### src/rtl/spi_ram.sv
// Command-decoding single-port RAM fed by the SPI slave: address load, write, and read with
// auto-incrementing pointers. All outputs are registered; memory is not reset.
module spi_ram #(
    parameter int MEM_DEPTH = 256,
    parameter int ADDR_SIZE = 8
) (
    input  logic       clk,
    input  logic       rst_n,
    input  logic [9:0] din,
    input  logic       rx_valid,
    output logic [7:0] dout,
    output logic       tx_valid,
    output logic       cmd_err
);

    typedef enum logic {
        NoAddr,
        AddrSet
    } addr_state_e;

    localparam logic [ADDR_SIZE-1:0] LastAddr = ADDR_SIZE'(MEM_DEPTH - 1);

    localparam logic [1:0] CmdWrAddr = 2'b00;
    localparam logic [1:0] CmdWrData = 2'b01;
    localparam logic [1:0] CmdRdAddr = 2'b10;
    localparam logic [1:0] CmdRdData = 2'b11;

    logic [7:0]           mem [MEM_DEPTH];
    addr_state_e          wr_state;
    addr_state_e          rd_state;
    logic [ADDR_SIZE-1:0] wr_addr;
    logic [ADDR_SIZE-1:0] rd_addr;
    logic [ADDR_SIZE-1:0] ld_addr;
    logic                 ld_in_range;
    logic                 wr_ok;
    logic                 rd_ok;
    logic                 mem_we;

    assign ld_addr     = din[ADDR_SIZE-1:0];
    assign ld_in_range = (ld_addr <= LastAddr);
    assign wr_ok       = (wr_state == AddrSet);
    assign rd_ok       = (rd_state == AddrSet);
    assign mem_we      = rx_valid && (din[9:8] == CmdWrData) && wr_ok;

    function automatic logic [ADDR_SIZE-1:0] next_addr(input logic [ADDR_SIZE-1:0] a);
        return (a == LastAddr) ? '0 : a + 1'b1;
    endfunction

    // Storage has no reset so contents survive rst_n.
    always_ff @(posedge clk) begin
        if (mem_we) begin
            mem[wr_addr] <= din[7:0];
        end
    end

    always_ff @(posedge clk or negedge rst_n) begin
        if (!rst_n) begin
            wr_state <= NoAddr;
            rd_state <= NoAddr;
            wr_addr  <= '0;
            rd_addr  <= '0;
            dout     <= '0;
            tx_valid <= 1'b0;
            cmd_err  <= 1'b0;
        end else begin
            cmd_err <= 1'b0;
            if (rx_valid) begin
                // Any accepted command drops tx_valid unless it is a successful read.
                tx_valid <= 1'b0;
                unique case (din[9:8])
                    CmdWrAddr: begin
                        if (ld_in_range) begin
                            wr_addr  <= ld_addr;
                            wr_state <= AddrSet;
                        end else begin
                            wr_state <= NoAddr;
                            cmd_err  <= 1'b1;
                        end
                    end
                    CmdWrData: begin
                        if (wr_ok) begin
                            wr_addr <= next_addr(wr_addr);
                        end else begin
                            cmd_err <= 1'b1;
                        end
                    end
                    CmdRdAddr: begin
                        if (ld_in_range) begin
                            rd_addr  <= ld_addr;
                            rd_state <= AddrSet;
                        end else begin
                            rd_state <= NoAddr;
                            cmd_err  <= 1'b1;
                        end
                    end
                    CmdRdData: begin
                        if (rd_ok) begin
                            dout     <= mem[rd_addr];
                            tx_valid <= 1'b1;
                            rd_addr  <= next_addr(rd_addr);
                        end else begin
                            cmd_err <= 1'b1;
                        end
                    end
                    default: ;
                endcase
            end
        end
    end

endmodule

### config.mk
export PLATFORM = sky130hd
export DESIGN_NAME = spi_ram
export DESIGN_NICKNAME = d
export VERILOG_FILES = /design/src/rtl/spi_ram.sv
export SDC_FILE = /design/constraint.sdc
export NUM_CORES = 2
export LEC_CHECK = 0
export CAP_MARGIN = 0
export CORE_MARGIN = 2
export CORE_UTILIZATION = 37
export CTS_CLUSTER_SIZE = 8
export DETAILED_ROUTE_END_ITERATION = 8
export PLACE_DENSITY = 0.48
export SYNTH_ARGS = -nofsm -noshare
export SYNTH_HDL_FRONTEND = slang
export SYNTH_SLANG_ARGS = --single-unit
### constraint.sdc
create_clock -name clk -period 3 [get_ports clk]
set_clock_uncertainty 0.15 [all_clocks]
set_input_delay 0.75 -clock clk [delete_from_list [all_inputs] [get_ports clk]]
set_output_delay 0.75 -clock clk [all_outputs]
set_load 0.03 [all_outputs]
==> reports/results.tsv <==
stage	metric	value	unit
critical_path	cp_max_fo	11	
global_routing	grt_max_degree	78	
power_and_ir_drop	power.density	746	nW/µm²
clocking	cts_root_buf	clkbuf_16	
synthesis	synthFlopType	edfxtp_1	
synthesis	syn_nets	4036	
clocking	ctsLongestPathBuffers	4	
detailed_routing	detail_route.wl_per_cell	32.3	µm
synthesis	yosysSeqAreaShare	76.4	%
timing	tightest_slew	0.790	ns
synthesis	syn_inst	4018	
clocking	clock-sinks	2076	
clocking	cts_max_level	5	
global_routing	overflow	0	
critical_path	cp-end-kind	flip-flop	
timing	setup_viol	7	
die	rows	172	
timing	fin_crit_sh	106	%
worst_hold_path	holdCritPathClass	primary input to flip-flop	
die	top_level_ports	23	
synthesis	yosys_warnings	0	
final_layout	multi_input_area	18600	µm²
die	core_area	219000	µm²
detailed_routing	drt-initial-drc-count	4419	
run_status	status	finished, violations left	
final_layout	syn_to_final_growth	25.7	%
final_layout	regArea	62200	µm²
final_layout	final_core_util	46.7	%
detailed_routing	ant_nets	0	
synthesis	async_flop_share	1.35	%
critical_path	critPathBufInv	4	
final_layout	nets	5035	
power_and_ir_drop	power	0.0763	W
die	dieArea	224000	µm²
critical_path	critPathMaxStageDelay	0.50	ns
critical_path	start_kind	flip-flop	
critical_path	cp_common_cell	buf_4	
critical_path	ff2ff_setup_slack	-0.19	ns
final_layout	drive_gt1_share	38.0	%
global_routing	grt_usage	22.9	%
timing	max_freq	314	MHz
detailed_routing	drt_first_pass_iters	6	
global_routing	grt_first_pass_wirelength	358000	µm
job	maxCapViolations	0	
placement	dp_hpwl	171000	µm
timing	maxSlewViolCount	0	
synthesis	synth_edf_count	2048	
clocking	cts_tree	built	
synthesis	syn_area_per_cell	20.3	µm²
critical_path	path_delay_family	compound AO/OA/AOI/OAI gates	
timing	setup_ws	-0.188	ns
run_status	violations	negative setup slack	
critical_path	r2r-end	dout[2]	
critical_path	ff2ff_path_depth	10	
placement	gp_congestion	0.865	
critical_path	worstPathCellList	buf_6 > buf_4 > nand2b_2 > buf_4 > o22ai_1 > a2111oi_2 > buf_4 > nor2b_1 > o31a_1 > a211o_1	
global_routing	antenna_found_initial	7	
detailed_routing	via_count	44400	
synthesis	ys_seq_elements	2076	
final_layout	fillCellCount	18500	
critical_path	slowest_stage	dfrtp_4	
critical_path	path_class	flip-flop to flip-flop	
timing	min_period	3.19	ns
die	initial_utilization	37.1	%
timing	relSlewSlack	47.3	%
synthesis	synth_cell_type_count	78	
synthesis	netlist_area	81400	µm²
timing	timing.hold.ws	0.110	ns
clocking	clk_latency	0.94	ns
worst_hold_path	holdPathEnd	mem[41][4]	
placement	portBuffers	22	
global_routing	grt_pass1_vias	45600	
worst_hold_path	hold_depth	1	
detailed_routing	drt_wl_total	257000	µm
clocking	cts_buffers	311	
detailed_routing	vias_per_cell	5.59	
clocking	path_clk_slew	0.05	ns
timing	finalHoldViolCount	0	
power_and_ir_drop	p_leak	33.7	nW
critical_path	timing.rr.start	rd_addr[1]	
worst_hold_path	min_from	din[4]	
timing	setup_tns	-0.813	ns
detailed_routing	drc	0	
critical_path	crit_cells	10	
critical_path	required	3.64	ns
die	dieWidth	473	µm
power_and_ir_drop	vdd_ir_drop_max	0.000700	V
die	die_h	473	µm
critical_path	cp.arrival	3.83	ns
timing	rsz0062_at_grt	yes	
[sequential cells by signal, summed over array words and instances, names as in the netlist]
signal,cells
tx_valid,1
rd_ok,1
wr_addr,8
cmd_err,1
mem,2048
rd_addr,8
wr_ok,1
dout,8
[power breakdown]
part | internal (W) | total [W] | switching (W)
Combinational | 0.00590 | 0.0137 | 0.00782
Clock | 0.0186 | 0.0303 | 0.0117
Sequential | 0.0320 | 0.0323 | 0.000222
[Yosys cell counts, drive strengths merged, types with 16 or more instances]
master | n | area, µm²
a211oi | 23 | 178
a21oi | 52 | 260
mux2i | 183 | 1830
o21ai | 46 | 230
nor3 | 26 | 130
a221oi | 16 | 140
a31oi | 19 | 119
o22ai | 50 | 313
o221ai | 39 | 342
nand2 | 112 | 420
edfxtp | 2048 | 61500
o211ai | 16 | 120
a22oi | 78 | 586
nand4 | 19 | 119
buf | 153 | 1160
nor2 | 325 | 1220
clkbuf | 98 | 370
nor2b | 22 | 138
mux4 | 435 | 9800
dfrtp | 28 | 701
mux2 | 23 | 259
nand3 | 54 | 270
[worst max path at each step]
stage / startpoint / end
after floorplan: din[9] / mem[224][0]
after global placement: rd_addr[0] / dout[0]
after detailed placement: rd_addr[0] / dout[7]
after CTS: rd_addr[0] / dout[2]
after global routing: rd_addr[0] / dout[0]
final: rd_addr[1] / dout[2]
[per-stage QoR]
| step | setup WS (ns) | cells | cell area (µm²) |
|---|---|---|---|
| 2_1_floorplan | -0.0180 | 4018 | 81800 |
| 3_3_place_gp | -1.50 | 7521 | 92800 |
| 3_5_place_dp | -0.801 | 7522 | 92800 |
| 4_1_cts | -0.161 | 7919 | 102000 |
| 5_1_grt | -0.189 | 7938 | 102000 |
| 6_report | -0.188 | 7941 | 102000 |
[per-layer routing]
layer	share of wire (%)	GRT usage [%]	vias to the layer above
met5	0	0	-
met4	3.1	6.84	0
met3	5.8	3.88	426
met2	48	37.0	1502
met1	43	31.9	23900
li1	-	-	18600
[area by class of cell]
class / count / share of cell area [%]
Antenna cell: 5 / 0.0122
Inverter: 10 / 0.0379
Tap cell: 2871 / 3.51
Sequential cell: 2076 / 60.8
Clock inverter: 11 / 0.0978
Timing Repair Buffer: 937 / 9.44
Multi-Input combinational cell: 1681 / 18.2
Clock buffer: 350 / 7.90
[layout by cell type, fill, tap and decap left out, types with 15 or more instances in the layout]
master,n
buf_4,705
edfxtp_1,2048
buf_12,178
nor2_4,36
nor2_2,68
nand2_1,108
buf_6,15
o221ai_1,34
o211ai_1,16
mux2_2,23
nor2b_1,18
clkbuf_1,32
dfrtp_1,23
a22oi_1,67
mux4_2,434
nand3_1,39
a21oi_1,47
o21ai_0,40
mux2i_1,178
o22ai_1,50
nor2_1,221
nor3_1,24
clkbuf_16,320
nand4_1,19
[timing repair]
action / in CTS / in global routing
buffers inserted: 33 / 17
setup endpoints to repair: 16 / 8
resized for setup: 108 / 46
gates cloned: 3 / 2
endpoints found under the hold margin: 17 / 0
hold buffers: 1 / 0
pin swaps: 14 / 17
[kinds of logic after synthesis]
kind of cell / synth area share (%)
buffers and inverters: 1.92
AO/OA/AOI/OAI: 3.61
AND/OR/NAND/NOR: 3.35
adder cells (fa/ha/maj): 0.0769
flip-flops: 76.4
multiplexers: 14.6
Note: power is estimated with default switching activity, not from simulation.
